### src/rtl/seq_magnitude_comparator.sv
// seq_magnitude_comparator: multi-cycle WIDTH-bit magnitude comparator.
// Compares A and B MSB-first, CHUNK bits per cycle, signed or unsigned per transaction.
// Operands enter on a valid/ready handshake; g/l/e leave on a valid/ready handshake.
// Optional build macro: CMP_EARLY_EXIT_EN. When defined, RUN ends on the first differing
// chunk instead of always running all NCHUNK chunks.
module seq_magnitude_comparator #(
    parameter int unsigned WIDTH = 16,
    parameter int unsigned CHUNK = 4
) (
    input  logic             clk,
    input  logic             rst_n,
    input  logic             in_valid,
    output logic             in_ready,
    input  logic [WIDTH-1:0] A,
    input  logic [WIDTH-1:0] B,
    input  logic             signed_mode,
    output logic             out_valid,
    input  logic             out_ready,
    output logic             g,
    output logic             l,
    output logic             e,
    output logic             busy
);

    localparam int unsigned NCHUNK = WIDTH / CHUNK;
    localparam int unsigned IdxW   = (NCHUNK > 1) ? $clog2(NCHUNK) : 1;
    localparam logic [IdxW-1:0] LastIdx = IdxW'(NCHUNK - 1);

    // Reject configurations the chunked datapath cannot handle.
    if (WIDTH < 2 || CHUNK == 0 || (WIDTH % CHUNK) != 0) begin : g_bad_cfg
        $error("seq_magnitude_comparator: WIDTH must be >= 2 and a multiple of CHUNK");
    end

    typedef enum logic [1:0] {
        StIdle,
        StRun,
        StDone
    } state_e;

    state_e            state_q, state_d;
    logic [WIDTH-1:0]  a_q, a_d;
    logic [WIDTH-1:0]  b_q, b_d;
    logic [IdxW-1:0]   idx_q, idx_d;
    logic              decided_q, decided_d;
    logic              gt_q, gt_d;

    // The operand registers shift left each RUN cycle, so the chunk under test
    // always sits at the top and no wide index mux is needed.
    logic [CHUNK-1:0]  chunk_a;
    logic [CHUNK-1:0]  chunk_b;
    logic              chunk_diff;
    logic              chunk_gt;
    logic              run_last;

    assign chunk_a    = a_q[WIDTH-1 -: CHUNK];
    assign chunk_b    = b_q[WIDTH-1 -: CHUNK];
    assign chunk_diff = (chunk_a != chunk_b);
    assign chunk_gt   = (chunk_a > chunk_b);

    // State and datapath registers with synchronous active-low reset.
    always_ff @(posedge clk) begin
        if (!rst_n) begin
            state_q   <= StIdle;
            a_q       <= '0;
            b_q       <= '0;
            idx_q     <= '0;
            decided_q <= 1'b0;
            gt_q      <= 1'b0;
        end else begin
            state_q   <= state_d;
            a_q       <= a_d;
            b_q       <= b_d;
            idx_q     <= idx_d;
            decided_q <= decided_d;
            gt_q      <= gt_d;
        end
    end

    // Next-state logic: accept, chunk-by-chunk compare, result hold.
    always_comb begin
        state_d   = state_q;
        a_d       = a_q;
        b_d       = b_q;
        idx_d     = idx_q;
        decided_d = decided_q;
        gt_d      = gt_q;
        run_last  = 1'b0;

        unique case (state_q)
            StIdle: begin
                if (in_valid) begin
                    // Flipping both MSBs maps two's complement onto offset binary,
                    // so the rest of the compare is purely unsigned.
                    a_d       = A ^ {signed_mode, {(WIDTH-1){1'b0}}};
                    b_d       = B ^ {signed_mode, {(WIDTH-1){1'b0}}};
                    idx_d     = LastIdx;
                    decided_d = 1'b0;
                    gt_d      = 1'b0;
                    state_d   = StRun;
                end
            end
            StRun: begin
                // First differing chunk from the MSB decides; later chunks are ignored.
                if (!decided_q && chunk_diff) begin
                    decided_d = 1'b1;
                    gt_d      = chunk_gt;
                end
                a_d      = a_q << CHUNK;
                b_d      = b_q << CHUNK;
                idx_d    = idx_q - 1'b1;
                run_last = (idx_q == '0);
`ifdef CMP_EARLY_EXIT_EN
                run_last = run_last || (!decided_q && chunk_diff);
`endif
                if (run_last) begin
                    state_d = StDone;
                end
            end
            StDone: begin
                if (out_ready) begin
                    state_d = StIdle;
                end
            end
            default: begin
                state_d = StIdle;
            end
        endcase
    end

    // Outputs: g/l/e only ever asserted alongside out_valid; undecided means equal.
    always_comb begin
        in_ready  = (state_q == StIdle);
        out_valid = (state_q == StDone);
        busy      = (state_q != StIdle);
        g         = out_valid && decided_q && gt_q;
        l         = out_valid && decided_q && !gt_q;
        e         = out_valid && !decided_q;
    end

endmodule

### config.mk
export PLATFORM = sky130hd
export DESIGN_NAME = seq_magnitude_comparator
export DESIGN_NICKNAME = d
export VERILOG_FILES = /design/src/rtl/seq_magnitude_comparator.sv
export SDC_FILE = /design/constraint.sdc
export NUM_CORES = 1
export LEC_CHECK = 0
export CORE_MARGIN = 5
export CORE_UTILIZATION = 35
export DETAILED_ROUTE_END_ITERATION = 10
export PLACE_DENSITY = 0.67
export SLEW_MARGIN = 20
export SYNTH_ARGS = -nofsm -noshare
export SYNTH_HDL_FRONTEND = slang
export SYNTH_SLANG_ARGS = --single-unit
### constraint.sdc
create_clock -name clk -period 1.6 [get_ports clk]
set_input_delay 0.4 -clock clk [delete_from_list [all_inputs] [get_ports clk]]
set_output_delay 0.4 -clock clk [all_outputs]
set_load 0.1 [all_outputs]
# ---- Word level (Yosys, flattened, before mapping)
# Cells that the tools add are included.
dict set report word_totals {
  elab_cells 46
  in_bits 37
  ff_bits 38
  out_inout_bits 6
}
dict set report classes {
  bitwise 2
  order_cmp 1
  muxes 15
  n_eq_ne 7
  addsub 1
  n_reduce_logical 14
}
# cell count
set ops {}
lappend ops {{one-hot mux 16 bit (2 select lines)} 2}
lappend ops {{2-to-1 mux 16 bit} 2}
lappend ops {{bitwise XOR 16 bit} 2}
lappend ops {{2-to-1 mux 2 bit} 4}
lappend ops {{!= test 2 bit (second input constant)} 3}
lappend ops {{one-hot mux 2 bit (3 select lines)} 1}
lappend ops {{AND reduction 3 bit} 2}
lappend ops {{logical AND 1 bit} 5}
lappend ops {{greater-than comparator 4 bit} 1}
lappend ops {{zero test 2 bit} 2}
lappend ops {{!= test 4 bit} 1}
lappend ops {{one-hot mux 1 bit (2 select lines)} 2}
lappend ops {{one-hot mux 2 bit (2 select lines)} 1}
lappend ops {{nonzero test 2 bit} 2}
lappend ops {{2-to-1 mux 1 bit} 3}
lappend ops {{equality test 2 x 1 -> 1 bit (second input constant)} 1}
lappend ops {{equality test 2 bit (second input constant)} 1}
lappend ops {{zero test 1 bit} 2}
lappend ops {{!= test 2 x 1 -> 1 bit (second input constant)} 1}
lappend ops {{AND reduction 2 bit} 1}
lappend ops {{subtractor 2 x 1 -> 2 bit (second input constant)} 1}

# ---- Depth between registers and ports, before layout
dict set report depth {
  ltp_word 4
  ltp_mapped 5
  mapped_depth_nobuf 5
}

# ---- Worst setup path before layout
# OpenSTA, ideal clock, no wires.
dict set report synth_path {
  path_kind {register to output}
  from {register state_q[1]}
  to {output busy}
  stages_incl_launch_ff 4
  t_arrival_ps 2736
  slack_ps -1536
  n_path_buf 1
  required_time_ps 1200
  path_cell_list {dfxtp_1 -> clkbuf_1 -> nor2_1 -> inv_1}
}
dict set report synth_between {
  elab_chain_len 1
}
# element line
set synth_rtl {}
lappend synth_rtl {{start, declared} 40} ;# state_e state_q, state_d;
lappend synth_rtl {{start signal, assigned} 63} ;# state_q <= StIdle;
lappend synth_rtl {{start signal, assigned} 70} ;# state_q <= state_d;
lappend synth_rtl {{nonzero test 2 bit} 134} ;# busy = (state_q != StIdle);
lappend synth_rtl {{end, declared} 22} ;# output logic busy
# No other way between the ends.

# ---- Worst setup path after layout
dict set report layout_path {
  from {register state_q[0]}
  to {output l}
}
dict set report layout_between {
  elab_chain_len 3
}
# element line
set layout_rtl {}
lappend layout_rtl {{equality test 2 bit} 133} ;# out_valid = (state_q == StDone);
lappend layout_rtl {{logical AND 1 bit (2 in a row)} 136} ;# l = out_valid && decided_q && !gt_q;
lappend layout_rtl {{end, declared} 20} ;# output logic l,
# No other way between the ends.

==> results by group <==
Status
  – Status: finished, final reports clean

Worst setup path
  – Setup crit end kind: output pin
  – Max Fanout on Critical Path: 3
  – Data arrival, critical path: 1.19 ns
  – CP startpoint kind: register
  – Worst EP required: roughly 1.2 ns
  – Cell family with most CP delay: flip-flops
  – Slowest CP cell: dfxtp_2
  – Max incr delay on CP: 0.33 ns
  – Worst-path cell chain: nand2b_4, clkinvlp_4, and3_4, buf_12
  – CP Class: register to output pin
  – Buffers and inverters on the worst path: 2

Timing
  – Final hold viol count: 0
  – Unrepaired setup endpoints after global routing: yes
  – Clock skew after layout: 0.006432 ns
  – Final hold slack: 0.4548 ns
  – Tightest Pin Transition: 0.4051 ns
  – Fin crit period: about 1.6 ns
  – Fin crit share: 99.42%
  – Final Setup Violations: 0
  – Slew margin rel.: roughly 73%
  – Fin. max-slew vios: 0
  – Fmax: 0.6286 GHz

Power and ir drop
  – Internal Pwr Total: 0.001767 W
  – Switching power: 0.0007722 W
  – Leak pwr: 1.124 nW
  – Register share of total power: 43.6%
  – Pwr/cell area: 967.0 nW/µm²
  – Sw Share: 30.41%
  – Clock power share: 27.5%
  – Power Total: 0.002540 W
  – Maximum vdd ir drop: 0.3888 mV
  – Comb pwr share: roughly 29%

Clocking
  – CTS Hold Bufs: 0
  – Clk_lat worst skew: roughly 0.30 ns
  – CTS tree: done
  – Clock Path Buffers: 2
  – Clock sink total: 38
  – Max H-tree Level: 2
  – Root Buffer: clkbuf_8
  – Clk pin slew, worst setup/hold paths: 0.08 ns
  – TritonCTS Buffers: 5

Run
  – MaxCap Viol Count: 0

Logic synthesis
  – Post-synth EDFFs: 0
  – Netlist area before placement: 1834 µm²
  – Synth Instances: 203
  – Top cells by area, synth: dfxtp_1, mux2i_1, a211oi_1
  – Synth top cells by count: dfxtp_1, nor2_1, a211oi_1, mux2i_1, inv_1
  – Count of different cell masters after synthesis: 34
  – Syn nets: around 250
  – Sequential fraction of the synthesis area: 41.47%
  – Share of the synthesized area in the top cell type: 41.47%
  – Dominant cell by count in the synthesized netlist: dfxtp_1
  – Syn avg cell area: 9.036 µm²
  – Asr flop ratio synth: 0%
  – YS warnings: 0
  – Post-synthesis cell type with the largest combined area: dfxtp_1
  – Synth Flop Type: dfxtp_1
  – Synth Register Bits: 38

Drt
  – First-pass DRT Iterations: 4
  – Total wire length: 4.084 mm
  – # DRC: 0
  – Vias: between 1500 and 2000
  – Via-to-Cell Ratio: roughly 4.8
  – DRC violation total after the first TritonRoute iteration: 50
  – Wire per inst: 12.53 µm
  – Antenna viol nets, final: 0

Layout
  – Number of antenna diodes: 0
  – Fin nets: 297
  – Fraction of layout cells with a size suffix above 1: between 10% and 20%
  – Fillers: 482
  – P&R area growth vs syn: 43.18%
  – Post-layout util: 51.42%
  – Post-route cell area: between 2000 and 3000 µm²
  – Non-filler instance count after layout: 326

Floorplan
  – Chip width: 82.39 µm
  – Die Ht: 82.39 µm
  – Rows: 26
  – Core Footprint: 5107 µm²
  – # IOs: 43
  – Starting Density: 35.91%
  – Area of the die: 6788 µm²

Placed design
  – Placer Congestion: 0.8468
  – Cell Count Post-Placement: 317
  – Port bufs: 42
  – Post-DP HPWL: about 3.1 mm
  – Post-DP Area: 2504 µm²

GRT
  – Largest net degree at the start of global routing: 31
  – Vias in the first global route: 1526
  – First-pass GRT wire length: 6.824 mm
  – Antenna violations before repair: 0
  – Aggregate global routing overflow: 0
  – Tot GR Track Use: around an eighth

Min path
  – Worst min path class: register to register
power groups by stage:
stage / clock network [W] / logic [W] / registers [W]
final: 0.000697 / 0.000736 / 0.00111
after global routing: 0.000764 / 0.000812 / 0.00112
after CTS: 0.000720 / 0.000739 / 0.00111
after detailed placement: 0 / 0.000729 / 0.00113
after global placement: 0 / 0.000721 / 0.00112
after floorplan: 0 / 0.000466 / 0.00111
through the flow:
stage / setup slack, ns / TNS [ns]
after CTS: -0.007891 / -0.01363
after floorplan: -0.4215 / -1.062
after global routing: -0.05759 / -0.2186
final: 0.009200 / 0
after detailed placement: -0.1932 / -2.235
after global placement: -0.1892 / -1.595
layout make-up:
type / instances / area [µm²] / share of cell area [%]
Sequential cell: 38 / 763.2 / 29.06
Clock inverter: 2 / 12.51 / 0.4764
Inverter: 13 / 52.55 / 2.001
Tap cell: 70 / 87.58 / 3.335
Clock buffer: 6 / 82.58 / 3.144
Timing Repair Buffer: 59 / 649.4 / 24.73
Multi-Input combinational cell: 138 / 978.4 / 37.26
registers in the layout (all words and copies together), names as in the netlist:
signal     cells
a_q           16
idx_q          2
state_q        2
b_q           16
gt_q           1
decided_q      1
cells by family after synthesis:
group	Yosys count	synth area share [%]
buffers and inverters	27	7.298
XOR/XNOR	2	0.9552
AO/OA/AOI/OAI	53	20.53
multiplexers	22	12.01
adder cells (fa/ha/maj)	5	3.411
flip-flops	38	41.47
AND/OR/NAND/NOR	56	14.32
cells in the final DEF (no fill, tap or decap), types with 2 or more instances in the layout:
cell type        instances
nand3b_1                 4
clkdlybuf4s50_1         36
buf_12                   9
nor2_1                  27
a21oi_1                  8
a21o_1                   4
dfxtp_2                  2
ha_1                     5
and3_4                   2
a22oi_1                  4
nand2_1                  9
clkinvlp_4               2
o21ai_0                  5
clkbuf_8                 6
xnor2_1                  2
nand2b_1                 6
mux2i_1                 22
dfxtp_1                 36
a211oi_1                22
a32o_1                   2
inv_1                   10
nor2_4                   2
buf_4                   13
worst min-delay path, stage by stage (launching register included):
cell and delay, ns:
dfxtp_1 0.31, nand2_1 0.05, a21oi_1 0.05
worst paths after layout:
| check | from | end | slack (ns) | cells after the start |
|---|---|---|---|---|
| worst max-delay path | state_q[0] | l | 0.009 | 4 |
| worst min-delay path | idx_q[0] | idx_q[0] | 0.45 | 2 |
| worst max register to register | b_q[14] | gt_q | 0.11 | 5 |
| worst min register to register | idx_q[0] | idx_q[0] | 0.45 | 2 |
what timing repair did:
| item | in CTS | in global routing |
|---|---|---|
| setup buffers | 1 | 0 |
| endpoints found under the hold margin | 0 | 0 |
| resized for setup | 5 | 1 |
| pin swaps | 1 | 1 |
| endpoints found under the setup margin | 4 | 7 |
per-layer routing:
metal / global-route usage, % / vias to the layer above / share of wire, %
li1: - / 824 / -
met1: 16.87 / 712 / 47
met2: 21.07 / 31 / 48
met3: 4.447 / 4 / 4.8
met4: 3.987 / 0 / 0.88
met5: 0 / - / 0
No activity file was read; power rests on OpenSTA's default activity.
